<file path="config.mk">
export PLATFORM = sky130hd
export DESIGN_NAME = uart_rx_ctrl
export DESIGN_NICKNAME = d
export VERILOG_FILES = /design/src/rtl/uart_pkg.sv /design/src/rtl/uart_rx_fifo.sv /design/src/rtl/uart_rx_ctrl.sv
export SDC_FILE = /design/constraint.sdc
export NUM_CORES = 1
export LEC_CHECK = 0
export CAP_MARGIN = 20
export CORE_MARGIN = 2
export CORE_UTILIZATION = 45
export CTS_BUF_LIST = sky130_fd_sc_hd__clkbuf_16
export DETAILED_ROUTE_END_ITERATION = 12
export PLACE_DENSITY = 0.72
export SLEW_MARGIN = 10
export SYNTH_ARGS = -nofsm -noshare
export SYNTH_HDL_FRONTEND = slang
export SYNTH_SLANG_ARGS = --single-unit
</file>
<file path="constraint.sdc">
create_clock -name clk -period 6.8 [get_ports clk]
set_clock_uncertainty 0.05 [all_clocks]
set_input_delay 1.02 -clock clk [delete_from_list [all_inputs] [get_ports clk]]
set_output_delay 1.02 -clock clk [all_outputs]
set_load 0.02 [all_outputs]
</file>
<file path="src/rtl/uart_pkg.sv">
// Shared definitions for the UART receive control path: config FSM states,
// prescale limits and the configuration record.
package uart_pkg;

  typedef enum logic [1:0] {
    S_OFF   = 2'd0,
    S_IDLE  = 2'd1,
    S_FRAME = 2'd2,
    S_PEND  = 2'd3
  } rx_state_e;

  localparam int unsigned PRESCALE_MIN = 4;
  localparam int unsigned PRESCALE_DEF = 8;

  typedef struct packed {
    logic       en;
    logic [5:0] prescale;
    logic       par_en;
    logic       par_typ;
  } rx_cfg_t;

endpackage

</file>
<file path="src/rtl/uart_rx_fifo.sv">
// Show-ahead synchronous FIFO for received bytes. Head entry is visible on
// rd_data without a pop; a push on a full FIFO is accepted only alongside a pop.
module uart_rx_fifo #(
  parameter int unsigned WIDTH = 8,
  parameter int unsigned DEPTH = 8
) (
  input  logic                     clk,
  input  logic                     rst,
  input  logic                     push,
  input  logic                     pop,
  input  logic [WIDTH-1:0]         wr_data,
  output logic [WIDTH-1:0]         rd_data,
  output logic                     full,
  output logic                     empty,
  output logic                     push_ok,
  output logic [$clog2(DEPTH):0]   cnt,
  output logic [$clog2(DEPTH):0]   cnt_next
);

  localparam int unsigned AW = $clog2(DEPTH);
  localparam int unsigned CW = AW + 1;

  logic [WIDTH-1:0] mem_q [DEPTH];
  logic [AW-1:0]    wr_ptr_q, rd_ptr_q;
  logic [CW-1:0]    cnt_q;
  logic             pop_ok;

  assign empty   = (cnt_q == '0);
  assign full    = (cnt_q == CW'(DEPTH));
  assign pop_ok  = pop && !empty;
  assign push_ok = push && (!full || pop_ok);
  assign rd_data = mem_q[rd_ptr_q];
  assign cnt     = cnt_q;

  always_comb begin
    cnt_next = cnt_q;
    if (push_ok && !pop_ok) begin
      cnt_next = cnt_q + CW'(1);
    end else if (pop_ok && !push_ok) begin
      cnt_next = cnt_q - CW'(1);
    end
  end

  // DEPTH is a power of two, so pointers wrap naturally.
  always_ff @(posedge clk or posedge rst) begin
    if (rst) begin
      wr_ptr_q <= '0;
      rd_ptr_q <= '0;
      cnt_q    <= '0;
    end else begin
      if (push_ok) wr_ptr_q <= wr_ptr_q + AW'(1);
      if (pop_ok)  rd_ptr_q <= rd_ptr_q + AW'(1);
      cnt_q <= cnt_next;
    end
  end

  always_ff @(posedge clk) begin
    if (push_ok) mem_q[wr_ptr_q] <= wr_data;
  end

endmodule

</file>
<file path="src/rtl/uart_rx_ctrl.sv">
// UART receive control wrapper: frame-safe config updates, RX byte buffer,
// sticky error flags, frame counter and registered level interrupt.
module uart_rx_ctrl #(
  parameter int unsigned DATA_WIDTH   = 8,
  parameter int unsigned FIFO_DEPTH   = 8,
  parameter int unsigned PRESCALE_DEF = uart_pkg::PRESCALE_DEF,
  parameter int unsigned IRQ_THRESH   = 1
) (
  input  logic                          clk,
  input  logic                          rst,
  input  logic                          cfg_wr_en,
  input  logic                          cfg_rx_en,
  input  logic [5:0]                    cfg_prescale,
  input  logic                          cfg_par_en,
  input  logic                          cfg_par_typ,
  input  logic                          rx_busy,
  input  logic                          rx_done,
  input  logic                          rx_data_valid,
  input  logic [DATA_WIDTH-1:0]         rx_data,
  input  logic                          rx_par_err,
  input  logic                          rx_stp_err,
  output logic                          core_en,
  output logic [5:0]                    core_prescale,
  output logic                          core_par_en,
  output logic                          core_par_typ,
  input  logic                          rd_en,
  output logic [DATA_WIDTH-1:0]         rd_data,
  output logic                          rd_valid,
  output logic [$clog2(FIFO_DEPTH):0]   fifo_cnt,
  input  logic                          err_clr,
  output logic                          ovf_err,
  output logic                          par_err_flag,
  output logic                          stp_err_flag,
  output logic                          cfg_err,
  output logic [15:0]                   frame_cnt,
  output logic                          irq
);

  import uart_pkg::*;

  localparam int unsigned CW = $clog2(FIFO_DEPTH) + 1;

  rx_state_e state_q, state_d;
  rx_cfg_t   act_q, act_d, pend_q, pend_d, wr_cfg;
  logic      wr_ok;

  assign wr_cfg = '{en: cfg_rx_en, prescale: cfg_prescale,
                    par_en: cfg_par_en, par_typ: cfg_par_typ};
  // An illegal prescale discards the whole write.
  assign wr_ok  = cfg_wr_en && (cfg_prescale >= 6'(PRESCALE_MIN));

  always_comb begin
    state_d = state_q;
    act_d   = act_q;
    pend_d  = pend_q;
    unique case (state_q)
      S_OFF, S_IDLE: begin
        if (wr_ok) begin
          act_d   = wr_cfg;
          state_d = !wr_cfg.en ? S_OFF : (rx_busy ? S_FRAME : S_IDLE);
        end else if (state_q == S_IDLE && rx_busy) begin
          state_d = S_FRAME;
        end
      end
      S_FRAME: begin
        if (!rx_busy) begin
          if (wr_ok) act_d = wr_cfg;
          state_d = act_d.en ? S_IDLE : S_OFF;
        end else if (wr_ok) begin
          pend_d  = wr_cfg;
          state_d = S_PEND;
        end
      end
      S_PEND: begin
        if (!rx_busy) begin
          act_d   = wr_ok ? wr_cfg : pend_q;
          state_d = act_d.en ? S_IDLE : S_OFF;
        end else if (wr_ok) begin
          pend_d = wr_cfg;
        end
      end
      default: state_d = S_OFF;
    endcase
  end

  always_ff @(posedge clk or posedge rst) begin
    if (rst) begin
      state_q <= S_OFF;
      act_q   <= '{en: 1'b0, prescale: 6'(PRESCALE_DEF), par_en: 1'b0, par_typ: 1'b0};
      pend_q  <= '0;
    end else begin
      state_q <= state_d;
      act_q   <= act_d;
      pend_q  <= pend_d;
    end
  end

  assign core_en       = (state_q != S_OFF);
  assign core_prescale = act_q.prescale;
  assign core_par_en   = act_q.par_en;
  assign core_par_typ  = act_q.par_typ;

  logic          fifo_full, fifo_empty, push_ok;
  logic [CW-1:0] cnt_next;

  uart_rx_fifo #(
    .WIDTH (DATA_WIDTH),
    .DEPTH (FIFO_DEPTH)
  ) u_fifo (
    .clk      (clk),
    .rst      (rst),
    .push     (rx_data_valid),
    .pop      (rd_en),
    .wr_data  (rx_data),
    .rd_data  (rd_data),
    .full     (fifo_full),
    .empty    (fifo_empty),
    .push_ok  (push_ok),
    .cnt      (fifo_cnt),
    .cnt_next (cnt_next)
  );

  assign rd_valid = !fifo_empty;

  logic ovf_set, par_set, stp_set, cfg_set;
  logic ovf_d, par_d, stp_d, cfg_d, irq_d;

  assign ovf_set = rx_data_valid && fifo_full && !(rd_en && !fifo_empty);
  assign par_set = rx_done && rx_par_err;
  assign stp_set = rx_done && rx_stp_err;
  assign cfg_set = cfg_wr_en && !wr_ok;

  // A set in the same cycle as err_clr wins.
  always_comb begin
    ovf_d = ovf_set | (ovf_err & ~err_clr);
    par_d = par_set | (par_err_flag & ~err_clr);
    stp_d = stp_set | (stp_err_flag & ~err_clr);
    cfg_d = cfg_set | (cfg_err & ~err_clr);
    irq_d = (cnt_next >= CW'(IRQ_THRESH)) | ovf_d | par_d | stp_d;
  end

  always_ff @(posedge clk or posedge rst) begin
    if (rst) begin
      ovf_err      <= 1'b0;
      par_err_flag <= 1'b0;
      stp_err_flag <= 1'b0;
      cfg_err      <= 1'b0;
      frame_cnt    <= '0;
      irq          <= 1'b0;
    end else begin
      ovf_err      <= ovf_d;
      par_err_flag <= par_d;
      stp_err_flag <= stp_d;
      cfg_err      <= cfg_d;
      irq          <= irq_d;
      if (push_ok) frame_cnt <= frame_cnt + 16'd1;
    end
  end

endmodule

</file>
==> impl_summary.md, run 1 <==
Run status
The flow ran to the end, and the final reports show no timing, DRC or antenna violations.

Hold path
The path with the worst hold slack has its endpoint at frame_cnt[15]$_DFFE_PP0P_. The depth of the worst hold-timing path is 1. The startpoint of the lowest-slack hold path is frame_cnt[15]$_DFFE_PP0P_. The classification of the worst-slack hold path is reg2reg.

Route
The detailed router finished its first iteration with 203 violations. Summed over all layers, the routed wires come to 9.618 mm. The number of nets with antenna violations after routing is 0. The number of vias in the routed layout is 3037.

The first TritonRoute pass finished after 4 iterations. For this run, design rule violations remaining after detail routing come to 0. After detailed routing, the average wire length per cell comes to 16.99 um. The number of vias per cell after detailed routing is 5.366.

Power and ir drop
The analysis attributes to cell leakage a power of 2.353 nW. The maximum ir drop on the vdd rail is 0.2259 mV. The total power per unit cell area is 431.1 nW/um^2.

STA
The achievable frequency is 268.1 MHz. Setup violations remaining at the end of the flow were counted as 0. The worst-margin pin slew is 997.5 ps. The final-report max-slew violation count came to 0. The final critical path time including I/O delays and setup is 3730 ps. Across all setup checks in the final design, the least slack found is 3070 ps. The share of the cycle needed by the critical path after routing is 54.85%. For the final routed database, the setup TNS stands at 0 ps.

The worst-case headroom to the max-slew limit is 33.25%. The final-report hold violation count is 0. Setup repair after global routing left no endpoint under its margin.

Worst setup path
The worst path buffer plus inverter count is 2. For this run, the slowest stage of the critical path takes 690 ps. The critical path is of the reg2out type.

The startpoint of the worst register-to-register path is u_fifo.cnt[0]$_DFF_PP0_. Data on the critical path arrives at its endpoint at 2660 ps. The kind of cell with the highest combined delay along the critical path is multiplexers. In this run the critical register-to-register path is captured at u_fifo.mem_q[7][1]$_DFFE_PP_. The maximum fanout along the worst path is 10. The sort of element at the end of the critical path is a primary output. The setup check on the worst reg-to-reg path leaves a slack of 4040 ps. STA classifies the critical path startpoint as a flop.

Data on the critical path is required at its endpoint by 5730 ps. Counting cells, the worst reg-to-reg path comes to 6. Walking the worst path, the cells encountered are buf_8 -> mux4_2 -> mux2_2 -> clkdlybuf4s50_1.

The library cell contributing the largest single delay on the critical path is sky130_fd_sc_hd__dfrtp_1.

Layout
The repair_antennas step left the layout with diodes totalling 0. The layout overhead on the synthesized area is 29.70%. Cells with a size suffix above 1 make up 18.84% of the layout. After the last flow step, the layout net total stands at 449. Once layout is done, the placed cells without fillers occupy 6316 um^2. Once layout is complete, the utilization of the core stands at 60.64%.

Counting the fill cells in the layout gives 804.

Die
The number of standard-cell rows in the floorplan is 37. The die is 108.0 um tall. Once the floorplan was initialized, standard cells occupied 46.75% of the core. The core outline area is 10420 um^2. The area enclosed by the die boundary is 11670 um^2. The die is 108.0 um wide.

70 I/O pins were placed.

Job
The max-cap violation count is 0.

GRT
Entering global routing, the biggest net connects 52 pins. The number of global-route vias before repair is 2981. The number of antenna violations at the first check in global routing is 0.

The overflow left after global routing is 0. Global routing consumed, over all layers together, 18.03% of the routing resources. The first global-routing pass estimated 15.63 mm of wire.

Clock network
TritonCTS built the clock tree. The number of instances resized during post-cts repair is 0. The root buffer cell is sky130_fd_sc_hd__clkbuf_16. TritonCTS created 17 clock buffers.

The number of buffers inserted for hold repair after clock tree synthesis is 0. The CTS sink count is 115. The clock passes through at most 2 buffers. For the worst-skew pair, the clock arrives at the later sink with an insertion delay of 410 ps.

After clock tree synthesis, the clock-pin slew on the worst setup and hold paths is 60 ps. The number of buffers inserted to repair setup after CTS is 0. The depth of the CTS H-tree is 4.

Placed design
Timing analysis after detailed placement gives a worst setup slack of 3125 ps. In this run the tool buffered the top-level ports with 69 buffer cells. The wire-length estimate of the detail-placed layout is 6.152 mm. After detailed placement, the total cell area comes to 5649 um^2. The final weighted congestion in routability-driven placement is 0.7797.

Synthesis
Synthesis handed over a netlist of 339 instances. The synthesized design contains 64 enable-type register cells. The post-synthesis sequential element count is 115. After synthesis, the mean cell area works out to 14.36 um^2.

The primary flip-flop cell chosen by synthesis mapping is sky130_fd_sc_hd__edfxtp_1. The post-synth design cell area is 4870 um^2. Sorting the synthesized cells by area gives the leading types as sky130_fd_sc_hd__edfxtp_1 (39%), sky130_fd_sc_hd__dfrtp_1 (26%), sky130_fd_sc_hd__mux4_2 (7.4%). The largest area contributor in the synthesized netlist is sky130_fd_sc_hd__edfxtp_1.

The fraction of post-synthesis cell area in the top cell type by area is 39.47%. The yosys synthesis warning count is 0. The post-synthesis net count is 371. The fraction of registers with async set/reset is 44.35%. The number of distinct library cells after synthesis is 43. The share of the Yosys chip area taken by registers is 65.70%.
-- power breakdown --
part           switching (mW)  total (mW)  leakage, nW  internal [mW]
sequential              0.156        1.04         1.19          0.883
clock                   0.335       0.923        0.307          0.588
combinational           0.342       0.762        0.852          0.419
total                   0.833        2.72         2.35           1.89
-- cell usage after synthesis, drive strengths merged (6+ instances only) --
master and n:
a21oi 14, a31oi 6, buf 13, dfrtp 50
edfxtp 64, inv 11, mux2 18, mux4 16
nand2 36, nand3 6, nand4 7, nor2 21
nor3 6, o21ai 7, xnor2 15
-- per-stage QoR --
step                      std cells  power, mW  hold WS (ps)
after floorplan                 339      1.510         429.2
after CTS                       562      2.734         424.8
final                           566      2.723         419.1
after detailed placement        530      1.800         406.7
after global placement          529      1.779         409.3
after global routing            566      2.856         448.7
-- routing by layer --
| metal | track usage (%) | routed length [um] | vias to the layer above |
|---|---|---|---|
| li1 | - | - | 1417 |
| met1 | 24.41 | 4213 | 1506 |
| met2 | 27.67 | 4666 | 104 |
| met3 | 5.485 | 621 | 10 |
| met4 | 6.777 | 116 | 0 |
| met5 | 0 | 0 | - |
-- layout make-up --
class / count / area (um^2) / area share (%)
Inverter: 11 / 41.29 / 0.6537
Sequential cell: 115 / 3199 / 50.65
Multi-Input combinational cell: 195 / 1520 / 24.07
Clock buffer: 17 / 425.4 / 6.735
Clock inverter: 15 / 196.4 / 3.110
Tap cell: 136 / 170.2 / 2.694
Timing Repair Buffer: 77 / 763.2 / 12.08
-- cell families after synthesis --
| logic type | after synthesis | synth area share (%) |
|---|---|---|
| muxes | 34 | 11.56 |
| xor gates and xnor gates | 20 | 3.597 |
| and+or+nand+nor | 97 | 9.713 |
| AOI/OAI and AO/OA | 39 | 5.062 |
| DFF | 115 | 65.70 |
| adders and majority gates | 5 | 1.285 |
| buffers and inverters | 29 | 3.083 |
-- worst max path at each step --
stage,startpoint,to,depth (start not counted)
final,u_fifo.rd_ptr_q[0]$_DFFE_PP0N_,rd_data[2],4
after detailed placement,rd_en,u_fifo.mem_q[2][7]$_DFFE_PP_,4
after CTS,u_fifo.rd_ptr_q[0]$_DFFE_PP0N_,rd_data[7],3
after global placement,rd_en,u_fifo.mem_q[1][5]$_DFFE_PP_,4
after global routing,u_fifo.rd_ptr_q[0]$_DFFE_PP0N_,rd_data[2],4
after floorplan,rd_en,u_fifo.mem_q[0][0]$_DFFE_PP_,4
-- registers in the layout, indices dropped and copies added (netlist names), 2 cells and up --
register / flops
u_fifo.cnt: 4
frame_cnt: 16
u_fifo.rd_ptr_q: 3
core_prescale: 6
state_q: 2
u_fifo.wr_ptr_q: 3
u_fifo.mem_q: 64
pend_q: 9
-- layout by cell type (no fill, tap or decap), types with 5 or more instances in the layout --
cell type / synthesis / layout
sky130_fd_sc_hd__mux2_2: 18 / 18
sky130_fd_sc_hd__nand4_1: 7 / 7
sky130_fd_sc_hd__clkdlybuf4s50_1: 0 / 69
sky130_fd_sc_hd__a21oi_1: 14 / 14
sky130_fd_sc_hd__a31oi_1: 6 / 6
sky130_fd_sc_hd__inv_1: 11 / 10
sky130_fd_sc_hd__inv_6: 0 / 5
sky130_fd_sc_hd__clkbuf_16: 0 / 17
sky130_fd_sc_hd__xor2_1: 5 / 5
sky130_fd_sc_hd__dfrtp_1: 50 / 50
sky130_fd_sc_hd__xnor2_1: 15 / 15
sky130_fd_sc_hd__mux4_2: 16 / 16
sky130_fd_sc_hd__ha_1: 5 / 5
sky130_fd_sc_hd__nand3_1: 6 / 6
sky130_fd_sc_hd__nand2_1: 36 / 36
sky130_fd_sc_hd__nor3_1: 6 / 6
sky130_fd_sc_hd__o21ai_0: 7 / 7
sky130_fd_sc_hd__nor2_1: 21 / 21
sky130_fd_sc_hd__edfxtp_1: 64 / 64
(Power assumes the default switching activity.)
==> run 2: changes to the inputs <==
Clock period 6.8 ns to 3.9 ns, I/O delays scaled along.
==> run 2 against run 1 <==
Hold slack got worse by 15 ps. Final area up 0.44%. Wire length increased by 1.5%. Combinational power is 80% higher. First-iteration DRC count decreased by 37%. Sequential power up 72%. Clock-buffer cell count unchanged. Largest cell class unchanged. Largest power group unchanged.
==> impl_summary.md, run 2 (synthesized netlist as in run 1, its figures left out) <==
Layout
The number of inserted diodes is 0 (unchanged). The share of layout cells above drive strength 1 is 19.59% (was 18.84%). Registers with the most flip-flops: u_fifo.mem_q x64, frame_cnt x16, pend_q x9 (unchanged). The layout overhead on the synthesized area is 30.27% (was 29.70%). Most frequent cells in the layout: sky130_fd_sc_hd__clkdlybuf4s50_1 (69), sky130_fd_sc_hd__edfxtp_1 (64), sky130_fd_sc_hd__dfrtp_1 (50), sky130_fd_sc_hd__nand2_1 (36), sky130_fd_sc_hd__nor2_1 (21) (unchanged).

The largest register by flop count is u_fifo.mem_q (unchanged). The final instance area came to 6344 um^2 (was 6316 um^2). The final net count is 453 (was 449).

The leading cell type in the layout, fill and taps excluded is sky130_fd_sc_hd__clkdlybuf4s50_1 (unchanged). The flip-flop count of the largest register, all copies and words added is 64 (unchanged).

Clock network
The clock latency on the worst-skew pair was 400 ps (was 410 ps). The CTS sink count was 115 (unchanged). The depth of the CTS H-tree was 4 (unchanged). The clock slew seen by the registers of the worst setup and hold paths is 60 ps (about the same). The number of buffers inserted to repair setup after CTS was 0 (unchanged). The root buffer cell is sky130_fd_sc_hd__clkbuf_16 (unchanged). The number of instances resized during post-cts repair is 0 (unchanged).

The maximum root-to-sink buffer count was 2 (unchanged). The clock tree from TritonCTS was done (unchanged). The total CTS buffers is 17 (unchanged).

The number of buffers inserted for hold repair after clock tree synthesis was 0 (unchanged).

Die
The number of standard-cell rows in the floorplan was 37 (unchanged). The floorplan die width came to 108.0 um (unchanged). The I/O pin count is 70 (unchanged). The core outline area is 10420 um^2 (unchanged). The area enclosed by the die boundary is 11670 um^2 (unchanged).

The initial core utilization is 46.75% (unchanged). The floorplan die height came to 108.0 um (unchanged).

STA
The final-report hold violation count is 0 (unchanged). The accumulated negative setup slack is 0 ps (unchanged). Setup repair after global routing missed its margin: no (unchanged). The final-report max-slew violation count is 0 (unchanged). The worst-case headroom to the max-slew limit is 31.46% (was 33.25%). The worst-margin pin slew is 1026 ps (was 997.5 ps). The final critical path time including I/O delays and setup is 3150 ps. Static timing analysis puts the maximum clock frequency at 317.4 MHz. The final worst setup slack is 749.6 ps (was 3070 ps). The number of endpoints failing setup at the final stage is 0 (unchanged). Dividing the final minimum period by the clock period gives 80.78%.

Power and ir drop
The total power per unit cell area came to 750.0 nW/um^2 (was 431.1 nW/um^2). The maximum ir drop on the vdd rail is 0.3031 mV (was 0.2259 mV). The switching power as a share of total power is 30.67% (was 30.59%). The net switching power is 1.459 mW (was 0.8329 mW). The sequential group share of total power is 37.6% (was 38.1%). The internal power was 3.298 mW (was 1.890 mW).

The static leakage is 2.372 nW (was 2.353 nW). The share of total power in combinational logic is 28.8% (was 28.0%). The share of power burned in the clock network came to 33.6% (was 33.9%).

Placed design
The placed standard-cell area was 5704 um^2 (was 5649 um^2). The pre-CTS setup slack came to 842.1 ps (was 3125 ps). The final weighted congestion in routability-driven placement is 0.8103 (was 0.7797).

The count of input and output buffers is 69 (unchanged). The placed wire-length estimate is 6.656 mm (was 6.152 mm).

GRT
The overall track demand over capacity in global routing is 18.71% (was 18.03%). The overflow left after global routing is 0 (unchanged). The number of global-route vias before repair came to 3138 (was 2981). The number of antenna violations at the first check in global routing is 0 (unchanged). The pin count of the biggest net entering global routing is 52 (unchanged).

The global-route wire length before repair is 16.14 mm (was 15.63 mm).

Worst setup path
The library cell contributing the largest single delay on the critical path was sky130_fd_sc_hd__dfrtp_1 (unchanged). The worst setup path category was reg2out (unchanged). The critical path's largest stage delay was 870 ps (was 690 ps).

Cells along the critical path: mux4_2 -> mux2_2 -> clkdlybuf4s50_1 (was buf_8 -> mux4_2 -> mux2_2 -> clkdlybuf4s50_1). The maximum fanout along the worst path is 18 (was 10). The arrival time reported for the critical path endpoint is 2520 ps (was 2660 ps). The sort of element at the end of the critical path is a primary output (unchanged). The critical path launch point type is a flop (unchanged). The required time at the worst-slack endpoint is 3260 ps (was 5730 ps).

Route
The final routed wirelength across all metal layers is 9.762 mm (was 9.618 mm). The number of vias per cell after detailed routing is 5.261 (was 5.366). The number of nets with antenna violations after routing is 0 (unchanged).

The number of vias in the routed layout is 2999 (was 3037). The first-pass iteration count of the detailed router is 4 (unchanged). The DRC violation count after routing is 0 (unchanged). The number of design-rule violations left by the first detailed-router iteration is 128 (was 203). The routed wirelength normalized by instance count is 17.13 um (was 16.99 um).

Job
The max-cap violation count is 0 (unchanged).

Hold path
The classification of the worst-slack hold path is in2async (was reg2reg).

Run status
Status: completed (unchanged).
-- run 2: cell count changes in the layout (fill, tap and decap cells not counted), sizes merged --
cell	previous run	this run
clkbuf	19	17
buf	6	12
-- run 2: worst paths after layout --
path	cells after the start	from	slack, ps	endpoint
worst min register to register	1	frame_cnt[15]$_DFFE_PP0P_	440	frame_cnt[15]$_DFFE_PP0P_
min in group clk	1	frame_cnt[15]$_DFFE_PP0P_	440	frame_cnt[15]$_DFFE_PP0P_
worst max register to register	6	u_fifo.cnt[1]$_DFF_PP0_	1340	u_fifo.mem_q[7][6]$_DFFE_PP_
worst min-delay path	2	rst	400	ovf_err$_DFF_PP0_
worst max-delay path	3	u_fifo.rd_ptr_q[1]$_DFFE_PP0N_	750	rd_data[0]
max in group asynchronous	3	rst	2840	core_prescale[3]$_DFFE_PP1P_
-- run 2: cell type report --
class / count / area, um^2
repair buffers: 81 / 793.3
multi-input cells: 195 / 1520
clock buffers: 17 / 425.4
well taps: 136 / 170.2
clock inverters: 15 / 193.9
flip-flops and latches: 115 / 3199
fillers: 813 / 4073
inverters: 11 / 41.29
-- run 2: per-stage QoR --
step	total power, mW	utilization [%]	std cells	hold slack (ps)
3_5_place_dp	3.191	54.76	537	423.2
2_1_floorplan	2.633	-	339	429.2
5_1_grt	4.987	60.90	570	437.8
3_3_place_gp	3.146	54.76	537	430.1
4_1_cts	4.804	60.71	569	440.3
6_report	4.757	60.90	570	404.1
-- run 2: power groups by stage --
| stage | sequential, mW | combinational (mW) | clock [mW] |
|---|---|---|---|
| 6_report | 1.79 | 1.37 | 1.60 |
| 5_1_grt | 1.82 | 1.48 | 1.68 |
| 4_1_cts | 1.79 | 1.39 | 1.63 |
| 3_5_place_dp | 1.81 | 1.38 | 0 |
| 3_3_place_gp | 1.79 | 1.35 | 0 |
| 2_1_floorplan | 1.78 | 0.854 | 0 |
-- run 2: critical path, delay by kind of cell (launching register included) --
family	cells	cell delay, ps
muxes	2	690
buffers and inverters	1	550
DFF	1	870
-- run 2: routing by layer --
metal | global-route usage [%] | vias to the layer above | wire (um)
li1 | - | 1416 | -
met3 | 4.943 | 14 | 421
met5 | 0 | - | 0
met1 | 24.58 | 1498 | 4243
met4 | 7.326 | 0 | 148
met2 | 29.92 | 71 | 4948
==> run 3: changes to the inputs <==
Clock period 3.9 ns to 3.2 ns, I/O delays scaled along.
==> run 3 against run 2 <==
Largest cell class unchanged. Global-route usage increased by 0.22 points. Hold slack got worse by 130 ps. Clock power increased by 18%. First-iteration DRC count increased by 16%. Cell count increased by 0.70%. Setup slack got worse by 570 ps. Via count increased by 1.9%. Die area unchanged. Critical endpoint is now rd_data[3]. Register-to-register slack got worse by 590 ps.
==> impl_summary.md, run 3 (synthesized netlist as in run 1, its figures left out) <==
STA
The accumulated negative setup slack is 0 ps (unchanged). The final critical path takes up 94.54% of the cycle. The worst-margin pin slew is 1011 ps (was 1026 ps).

The final critical path time including I/O delays and setup is 3025 ps. The final-report max-slew violation count is 0 (unchanged). The number of endpoints failing setup at the final stage came to 0 (unchanged). The worst-case headroom to the max-slew limit is 32.49% (was 31.46%). Setup repair after global routing missed its margin: no (unchanged). The final-report hold violation count was 0 (unchanged). The final worst setup slack was 174.6 ps (was 749.6 ps).

Based on the critical path, the design can be clocked at up to 330.5 MHz.

Route
The first-pass iteration count of the detailed router came to 4 (unchanged). The DRC violation count after routing was 0 (unchanged). The routed wirelength normalized by instance count is 17.34 um (was 17.13 um). The number of vias in the routed layout is 3056 (was 2999). The number of design-rule violations left by the first detailed-router iteration came to 149 (was 128). The number of vias per cell after detailed routing was 5.324 (was 5.261). The final routed wirelength across all metal layers was 9.951 mm (was 9.762 mm). The number of nets with antenna violations after routing is 0 (unchanged).

Clock network
The depth of the CTS H-tree is 4 (unchanged). The CTS sink count was 115 (unchanged). The clock slew seen by the registers of the worst setup and hold paths is 60 ps (about the same). The number of instances resized during post-cts repair is 0 (unchanged).

The clock latency on the worst-skew pair is 410 ps (was 400 ps). The number of buffers inserted for hold repair after clock tree synthesis was 0 (unchanged). The maximum root-to-sink buffer count came to 2 (unchanged).

The total CTS buffers is 17 (unchanged). The number of buffers inserted to repair setup after CTS was 0 (unchanged). The clock tree from TritonCTS is done (unchanged). The root buffer cell was sky130_fd_sc_hd__clkbuf_16 (unchanged).

Worst setup path
Cells along the critical path: mux4_2 -> mux2_2 -> clkdlybuf4s50_1 (unchanged). The worst setup path category is reg2out (unchanged). The arrival time reported for the critical path endpoint came to 2500 ps (was 2520 ps). The required time at the worst-slack endpoint is 2670 ps (was 3260 ps).

The library cell contributing the largest single delay on the critical path is sky130_fd_sc_hd__dfrtp_1 (unchanged). The maximum fanout along the worst path is 18 (unchanged). The cell class contributing the biggest share of worst-path delay is flip-flops (unchanged). The worst path buffer plus inverter count is 1 (unchanged). The critical path launch point type is a flop (unchanged). The sort of element at the end of the critical path is a primary output (unchanged). The critical path's largest stage delay is 850 ps (was 870 ps).

Layout
Most frequent cells in the layout: sky130_fd_sc_hd__clkdlybuf4s50_1 (69), sky130_fd_sc_hd__edfxtp_1 (64), sky130_fd_sc_hd__dfrtp_1 (50), sky130_fd_sc_hd__nand2_1 (36), sky130_fd_sc_hd__nor2_1 (21) (unchanged). Registers with the most flip-flops: u_fifo.mem_q x64, frame_cnt x16, pend_q x9 (unchanged). The flip-flop count of the largest register, all copies and words added is 64 (unchanged). The final net count is 457 (was 453). The number of inserted diodes is 0 (unchanged). The leading cell type in the layout, fill and taps excluded is sky130_fd_sc_hd__clkdlybuf4s50_1 (unchanged). The layout overhead on the synthesized area was 30.16% (was 30.27%).

The share of layout cells above drive strength 1 was 20.32% (was 19.59%). The largest register by flop count is u_fifo.mem_q (unchanged). The final standard cell utilization of the core was 60.85% (was 60.90%).

Placed design
The final weighted congestion in routability-driven placement came to 0.8370 (was 0.8103). The placed wire-length estimate was 6.424 mm (was 6.656 mm). The count of input and output buffers is 69 (unchanged).

The pre-CTS setup slack was 497.0 ps (was 842.1 ps).

Die
The initial core utilization came to 46.75% (unchanged). The I/O pin count is 70 (unchanged). The number of standard-cell rows in the floorplan is 37 (unchanged).

The floorplan die height was 108.0 um (unchanged). The floorplan die width is 108.0 um (unchanged). The core outline area is 10420 um^2 (unchanged). The area enclosed by the die boundary is 11670 um^2 (unchanged).

Power and ir drop
The total power per unit cell area came to 907.2 nW/um^2 (was 750.0 nW/um^2). The power consumption is 5.750 mW (was 4.757 mW). The static leakage is 2.378 nW (was 2.372 nW). The maximum ir drop on the vdd rail came to 0.5487 mV (was 0.3031 mV).

GRT
The number of antenna violations at the first check in global routing is 0 (unchanged). The overflow left after global routing is 0 (unchanged). The global-route wire length before repair is 16.35 mm (was 16.14 mm). The number of global-route vias before repair is 3175 (was 3138). The pin count of the biggest net entering global routing is 26 (was 52). The overall track demand over capacity in global routing was 18.93% (was 18.71%).

Run status
Status: completed (unchanged).

Job
The max-cap violation count came to 0 (unchanged).

Hold path
The classification of the worst-slack hold path is in2async (unchanged).
## run 3: cell count changes in the layout (fill, tap and decap cells not counted)
cell and delta:
sky130_fd_sc_hd__buf_4 +5, sky130_fd_sc_hd__inv_6 -2, sky130_fd_sc_hd__buf_12 -1, sky130_fd_sc_hd__bufinv_16 -1, sky130_fd_sc_hd__clkinv_2 +1, sky130_fd_sc_hd__clkinv_4 +1, sky130_fd_sc_hd__inv_8 +1
## run 3: worst paths after layout
| path | slack, ps | cells after the start | endpoint | from |
|---|---|---|---|---|
| worst max-delay path | 170 | 3 | rd_data[3] | u_fifo.rd_ptr_q[1]$_DFFE_PP0N_ |
| worst min-delay path | 270 | 2 | stp_err_flag$_DFF_PP0_ | rst |
| worst max register to register | 750 | 6 | irq$_DFF_PP0_ | u_fifo.cnt[1]$_DFF_PP0_ |
| worst min register to register | 430 | 1 | frame_cnt[15]$_DFFE_PP0P_ | frame_cnt[15]$_DFFE_PP0P_ |
| max in group asynchronous | 2190 | 3 | core_prescale[3]$_DFFE_PP1P_ | rst |
| min in group clk | 430 | 1 | frame_cnt[15]$_DFFE_PP0P_ | frame_cnt[15]$_DFFE_PP0P_ |
## run 3: per-stage QoR
| step | hold slack, ps | std cells | area, um^2 |
|---|---|---|---|
| 6_report | 269.6 | 574 | 6339 |
| 5_1_grt | 289.7 | 574 | 6339 |
| 4_1_cts | 258.8 | 574 | 6339 |
| 3_5_place_dp | 423.5 | 542 | 5742 |
| 3_3_place_gp | 430.2 | 542 | 5742 |
| 2_1_floorplan | 429.2 | 339 | 4870 |
## run 3: worst reg2reg max path: cells and delay by family (launching register included)
kind                     cells  cell delay (ps)
AND/OR/NAND/NOR              3             1130
flip-flops                   1              440
AO/OA/AOI/OAI                1              360
adder cells (fa/ha/maj)      1              240
buffers and inverters        1              110
## run 3: layer usage
layer / share of wire, % / track usage [%] / vias up / routed length (um)
met5: 0 / 0 / - / 0
li1: - / - / 1431 / -
met2: 50 / 29.60 / 100 / 4988
met3: 5.1 / 5.365 / 10 / 505
met4: 1.2 / 8.059 / 0 / 116
met1: 44 / 24.97 / 1515 / 4341
## run 3: final cells by class
class	instances	area [um^2]
timing repair buffer	85	810.8
fill	805	4078
tap	136	170.2
clock inverter	15	171.4
clock buffer	17	425.4
inverter	11	41.29
sequential	115	3199
multi-input combinational	195	1520
## run 3: power by group
part / total [mW] / switching, mW / leakage [nW] / internal [mW]
Clock: 1.89 / 0.720 / 0.296 / 1.17
Combinational: 1.68 / 0.776 / 0.887 / 0.907
Sequential: 2.18 / 0.304 / 1.19 / 1.87
